===== config.mk =====
export PLATFORM = sky130hd
export DESIGN_NAME = shift_unit
export DESIGN_NICKNAME = d
export VERILOG_FILES = /design/src/rtl/shift_sequencer_pkg.sv /design/src/rtl/shift_sequencer_shifter.sv /design/src/rtl/shift_unit.sv /design/src/rtl/shift_sequencer.sv
export SDC_FILE = /design/constraint.sdc
export NUM_CORES = 1
export LEC_CHECK = 0
export BUFFER_PORTS_ARGS = -buffer_cell sky130_fd_sc_hd__buf_2
export CAP_MARGIN = 20
export CORE_MARGIN = 2
export CORE_UTILIZATION = 45
export CTS_BUF_LIST = sky130_fd_sc_hd__clkbuf_4 sky130_fd_sc_hd__clkbuf_8
export CTS_CLUSTER_SIZE = 10
export DETAILED_ROUTE_END_ITERATION = 8
export PLACE_DENSITY = 0.68
export SLEW_MARGIN = 5
export SYNTH_ARGS = -nofsm -noshare
export SYNTH_HDL_FRONTEND = slang
export SYNTH_HIERARCHICAL = 1
export SYNTH_SLANG_ARGS = --single-unit

===== constraint.sdc =====
create_clock -name clk -period 5.3 [get_ports clk]
set_input_delay 0.53 -clock clk [delete_from_list [all_inputs] [get_ports clk]]
set_output_delay 0.53 -clock clk [all_outputs]
set_load 0.05 [all_outputs]

===== src/rtl/shift_sequencer_pkg.sv =====
// Shared definitions for the shift sequencer and its external shifter:
// datapath widths, shifter control encodings and the sequencer FSM states.
package shift_sequencer_pkg;

  localparam int unsigned NBITS     = 32;
  localparam int unsigned S_CONTROL = 2;

  localparam logic [1:0] SC_PASS = 2'b00;
  localparam logic [1:0] SC_SRA1 = 2'b01;
  localparam logic [1:0] SC_SLL8 = 2'b10;

  typedef enum logic [1:0] {
    ST_IDLE  = 2'd0,
    ST_SHIFT = 2'd1,
    ST_DONE  = 2'd2
  } state_e;

endpackage


===== src/rtl/shift_sequencer_shifter.sv =====
// Combinational shifter driven by the sequencer: SLL8, SRA1 or pass-through.
module shift_sequencer_shifter
  import shift_sequencer_pkg::*;
#(
  parameter int unsigned NBITS     = shift_sequencer_pkg::NBITS,
  parameter int unsigned S_CONTROL = shift_sequencer_pkg::S_CONTROL
) (
  input  logic [NBITS-1:0]     c,
  input  logic [S_CONTROL-1:0] s_control,
  output logic [NBITS-1:0]     c_bus
);

  always_comb begin
    c_bus = c;
    if (s_control == S_CONTROL'(SC_SLL8)) begin
      c_bus = c << 8;
    end else if (s_control == S_CONTROL'(SC_SRA1)) begin
      c_bus = NBITS'($signed(c) >>> 1);
    end
  end

endmodule


===== src/rtl/shift_unit.sv =====
// Wrapper pairing the shift sequencer with its shifter into one complete unit.
module shift_unit
  import shift_sequencer_pkg::*;
#(
  parameter int unsigned NBITS     = shift_sequencer_pkg::NBITS,
  parameter int unsigned S_CONTROL = shift_sequencer_pkg::S_CONTROL,
  parameter int unsigned CNT_W     = 5
) (
  input  logic             clk,
  input  logic             rst_n,
  input  logic             start,
  input  logic             op,
  input  logic [CNT_W-1:0] count,
  input  logic [NBITS-1:0] data_in,
  input  logic             abort,
  output logic             busy,
  output logic             done,
  output logic [NBITS-1:0] result
);

  logic [NBITS-1:0]     c;
  logic [NBITS-1:0]     c_bus;
  logic [S_CONTROL-1:0] s_control;

  shift_sequencer #(
    .NBITS    (NBITS),
    .S_CONTROL(S_CONTROL),
    .CNT_W    (CNT_W)
  ) u_seq (
    .clk      (clk),
    .rst_n    (rst_n),
    .start    (start),
    .op       (op),
    .count    (count),
    .data_in  (data_in),
    .abort    (abort),
    .c        (c),
    .s_control(s_control),
    .c_bus    (c_bus),
    .busy     (busy),
    .done     (done),
    .result   (result)
  );

  shift_sequencer_shifter #(
    .NBITS    (NBITS),
    .S_CONTROL(S_CONTROL)
  ) u_shf (
    .c        (c),
    .s_control(s_control),
    .c_bus    (c_bus)
  );

endmodule


===== src/rtl/shift_sequencer.sv =====
// Multi-pass shift sequencer: loads an operand, runs it through an external
// shifter `count` times and reports the result with a one-cycle done pulse.
module shift_sequencer
  import shift_sequencer_pkg::*;
#(
  parameter int unsigned NBITS     = shift_sequencer_pkg::NBITS,
  parameter int unsigned S_CONTROL = shift_sequencer_pkg::S_CONTROL,
  parameter int unsigned CNT_W     = 5
) (
  input  logic                 clk,
  input  logic                 rst_n,
  input  logic                 start,
  input  logic                 op,
  input  logic [CNT_W-1:0]     count,
  input  logic [NBITS-1:0]     data_in,
  input  logic                 abort,
  output logic [NBITS-1:0]     c,
  output logic [S_CONTROL-1:0] s_control,
  input  logic [NBITS-1:0]     c_bus,
  output logic                 busy,
  output logic                 done,
  output logic [NBITS-1:0]     result
);

  state_e           state_q, state_d;
  logic [NBITS-1:0] acc_q, acc_d;
  logic [CNT_W-1:0] rem_q, rem_d;
  logic             op_q, op_d;

  always_comb begin
    state_d = state_q;
    acc_d   = acc_q;
    rem_d   = rem_q;
    op_d    = op_q;
    unique case (state_q)
      ST_IDLE: begin
        if (start) begin
          acc_d   = data_in;
          rem_d   = count;
          op_d    = op;
          state_d = (count != '0) ? ST_SHIFT : ST_DONE;
        end
      end
      ST_SHIFT: begin
        // Abort leaves acc at its partial value; the pass in flight is dropped.
        if (abort) begin
          state_d = ST_IDLE;
        end else begin
          acc_d = c_bus;
          rem_d = rem_q - CNT_W'(1);
          if (rem_q == CNT_W'(1)) begin
            state_d = ST_DONE;
          end
        end
      end
      ST_DONE: begin
        state_d = ST_IDLE;
      end
      default: begin
        state_d = ST_IDLE;
      end
    endcase
  end

  always_ff @(posedge clk) begin
    if (!rst_n) begin
      state_q <= ST_IDLE;
      acc_q   <= '0;
      rem_q   <= '0;
      op_q    <= 1'b0;
    end else begin
      state_q <= state_d;
      acc_q   <= acc_d;
      rem_q   <= rem_d;
      op_q    <= op_d;
    end
  end

  always_comb begin
    s_control = S_CONTROL'(SC_PASS);
    if (state_q == ST_SHIFT) begin
      s_control = op_q ? S_CONTROL'(SC_SRA1) : S_CONTROL'(SC_SLL8);
    end
  end

  assign c      = acc_q;
  assign result = acc_q;
  assign busy   = (state_q == ST_SHIFT) || (state_q == ST_DONE);
  assign done   = (state_q == ST_DONE);

endmodule


==> run_results.csv <==
group,metric,value,unit
outcome,outcome,"finished clean",
grt,grt_overflow,0,
sta,finalCriticalPeriod,3420,ps
critical_path,startpoint_type,"flop",
grt,grtUsageTotal,0.197,
critical_path,crit_type,"reg -> reg",
logic_synthesis,synth_area_leader_cell,"mux2i_1",
final_layout,fin_area,3650,um^2
clocking,ctsHoldBuffers,0,
final_layout,nets,423,
sta,drv_slew,0,
critical_path,endpoint_kind,"flop",
sta,fin_hold_ws,512,ps
logic_synthesis,syn_area,3500,um^2
critical_path,cp_num_buf_inv,3,
critical_path,rr_worst_depth,7,
detailed_routing,ant_nets,0,
power_and_ir_drop,ir_worst_vdd,0.000189,V
logic_synthesis,ys_top_cells_by_area,"mux2i_1 (31%), dfxtp_1 (23%), a211oi_2 (11%)",
grt,grt_first_pass_wirelength,13.6,mm
sta,finalCritPeriodShare,0.646,
floorplan,die_area,8510,um^2
placed_design,dp_hpwl,5.41,mm
clocking,clk_pin_slew,80,ps
clocking,worstSkewPairLatency,290,ps
critical_path,r2r-start,"u_seq/state_q[1]",
critical_path,r2r-end,"u_seq/rem_q[0]",
floorplan,die-height,92.3,um
detailed_routing,drc,0,
placed_design,place_area,3540,um^2
final_layout,area_growth,4.21,%
power_and_ir_drop,p_int,744,uW
sta,hold_viol,0,
final_layout,diodes,0,
detailed_routing,wl_per_cell,17.5,um
critical_path,cp_cell_sequence,"inv_1 -> ha_2 -> buf_4 -> or2_1 -> buf_4 -> and3_2 -> a221oi_1",
power_and_ir_drop,swShare,0.468,
clocking,numCtsBuffers,5,
final_layout,regArea,801,um^2
power_and_ir_drop,leakage,0.00127,uW
critical_path,critPathSlowestCell,"and3_2",
critical_path,path_delay_family,"simple AND/OR/NAND/NOR gates",
logic_synthesis,synth_cell_type_count,42,
final_layout,multiInputGateArea,2180,um^2
power_and_ir_drop,p_sw,653,uW
placed_design,gp_congestion,0.803,
power_and_ir_drop,comb_power_share,0.495,
detailed_routing,dr.pass1.iters,4,
logic_synthesis,synthesis.nets,405,
min_path,hold_class,"in -> reg",
grt,grt_start_max_net_pins,64,
final_layout,drive_above_1_share,0.337,
floorplan,start_util,0.458,
critical_path,critPathArrivalTime,3530,ps
floorplan,design.core.area,7650,um^2
run,drv_cap,0,
power_and_ir_drop,p_total,1400,uW
detailed_routing,drt-initial-drc-count,232,
detailed_routing,wl,8.36,mm
clocking,cts_max_path_buffers,2,
clocking,cts_resized,0,
final_layout,n_fill_cell,751,
detailed_routing,num_vias,2788,
min_path,holdPathStages,3,
power_and_ir_drop,p_per_area,382,nW/um^2
logic_synthesis,synthFlopType,"dfxtp_1",
logic_synthesis,synthCells,358,
floorplan,rows,32,
sta,timing.slew.headroom,0.299,
grt,grt_pass1_vias,2678,
sta,fin_setup_tns,0,ps
critical_path,cpMostUsedCell,"buf_4",
min_path,hp-start,"op",
grt,antenna_found_initial,0,
logic_synthesis,async_flop_share,0,
sta,max_freq,0.292,GHz
clocking,tritoncts,"done",
logic_synthesis,synth_edf_count,0,
logic_synthesis,postSynthAreaPerCell,9.79,um^2
logic_synthesis,synth_warnings,6,
critical_path,cp_slowest_stage_delay,940,ps
sta,finClkSkew,8.08,ps
logic_synthesis,synth_top_area_frac,0.311,
logic_synthesis,seq_area_frac_synth,0.228,
floorplan,ioPinCount,76,
sta,rsz0062_at_grt,"false",
logic_synthesis,synth_seq_cells,40,
clocking,cts.sinks,40,
critical_path,r2r_setup_slack,1880,ps
detailed_routing,vias_per_cell,5.82,
sta,setup_viol_count_final,0,
critical_path,cp_data_required_time,5410,ps
sta,worst_pin_slew,1050,ps
floorplan,die_w,92.3,um
min_path,hold_end,"u_seq/op_q",
placed_design,numPortBuffers,75,
clocking,clockRootBuffer,"clkbuf_8",
critical_path,crit_fanout,39,
clocking,cts_setup_buffers,0,
power_and_ir_drop,clock_power_share,0.181,
power_and_ir_drop,seqPwrFrac,0.324,
clocking,htree_levels,2,
[power by group through the flow]
stage	sequential (uW)	clock, uW	combinational [uW]
2_1_floorplan	427	0	659
3_3_place_gp	457	0	675
3_5_place_dp	458	0	689
4_1_cts	451	260	691
5_1_grt	464	270	739
6_report	452	253	692
[stage by stage]
step,std cells,worst slack [ps],utilization
after floorplan,358,3290,-
after global placement,471,1990,0.463
after detailed placement,471,1920,0.463
after CTS,479,1900,0.478
after global routing,479,1720,0.478
final,479,1880,0.478
[routing by layer]
| layer | global-route usage | up-vias | part of all wire |
|---|---|---|---|
| met4 | 0.0485 | 0 | 0.0071 |
| met3 | 0.0271 | 4 | 0.050 |
| met1 | 0.272 | 1338 | 0.48 |
| met2 | 0.325 | 80 | 0.46 |
| met5 | 0 | - | 0 |
| li1 | - | 1366 | - |
[worst max-delay path by stage]
| stage | start | endpoint | slack (ps) | cells past startpoint |
|---|---|---|---|---|
| global route | u_seq/state_q[1] | u_seq/rem_q[1] | 1720 | 7 |
| CTS | u_seq/state_q[1] | u_seq/c[29] | 1900 | 7 |
| global placement | u_seq/state_q[1] | u_seq/rem_q[0] | 1990 | 7 |
| floorplan | u_seq/state_q[1] | u_seq/c[31] | 3290 | 10 |
| finish | u_seq/state_q[1] | u_seq/rem_q[0] | 1880 | 7 |
| detailed placement | u_seq/state_q[1] | u_seq/rem_q[0] | 1920 | 7 |
[flip-flops by register name (all words and copies together), names as in the netlist]
name and flops:
u_seq/c 32, u_seq/op_q 1, u_seq/state_q 2, u_seq/rem_q 5
[layout make-up]
| class | count | share of cell area |
|---|---|---|
| multi-input combinational | 243 | 0.596 |
| sequential | 40 | 0.219 |
| timing repair buffer | 80 | 0.113 |
| tap | 102 | 0.0349 |
| clock buffer | 6 | 0.0209 |
| clock inverter | 2 | 0.00959 |
| inverter | 6 | 0.00617 |
[placed cells by master (no fill, tap or decap), types with 6 or more instances in the layout]
cell | synthesis | final
nand2_1 | 6 | 6
a211oi_2 | 30 | 30
dfxtp_1 | 40 | 40
mux2i_1 | 109 | 109
nand3_1 | 10 | 10
buf_2 | 12 | 75
o21ai_1 | 6 | 6
a31oi_1 | 34 | 34
[synth_stat cells, drive strengths merged, types with 4 or more instances]
| cell type | instances |
|---|---|
| o21ai | 9 |
| nor2b | 4 |
| dfxtp | 40 |
| a211oi | 33 |
| nand3 | 10 |
| clkbuf | 10 |
| ha | 5 |
| inv | 6 |
| mux2i | 109 |
| nand2 | 6 |
| a31oi | 34 |
| buf | 59 |
[worst min-delay path, stage by stage]
cell and delay (ps):
buf_2 100, nand3_1 70, a21oi_1 60
[cells by family (layout without fill, tap and decap cells)]
kind of cell | Yosys count | after routing | share of synthesized area
AOI/OAI and AO/OA | 94 | 94 | 0.233
adders and majority gates | 5 | 5 | 0.0179
buffers and inverters | 75 | 94 | 0.154
DFF | 40 | 40 | 0.228
muxes | 110 | 110 | 0.315
and+or+nand+nor | 34 | 34 | 0.0518
No activity file was read; power rests on OpenSTA's default activity.
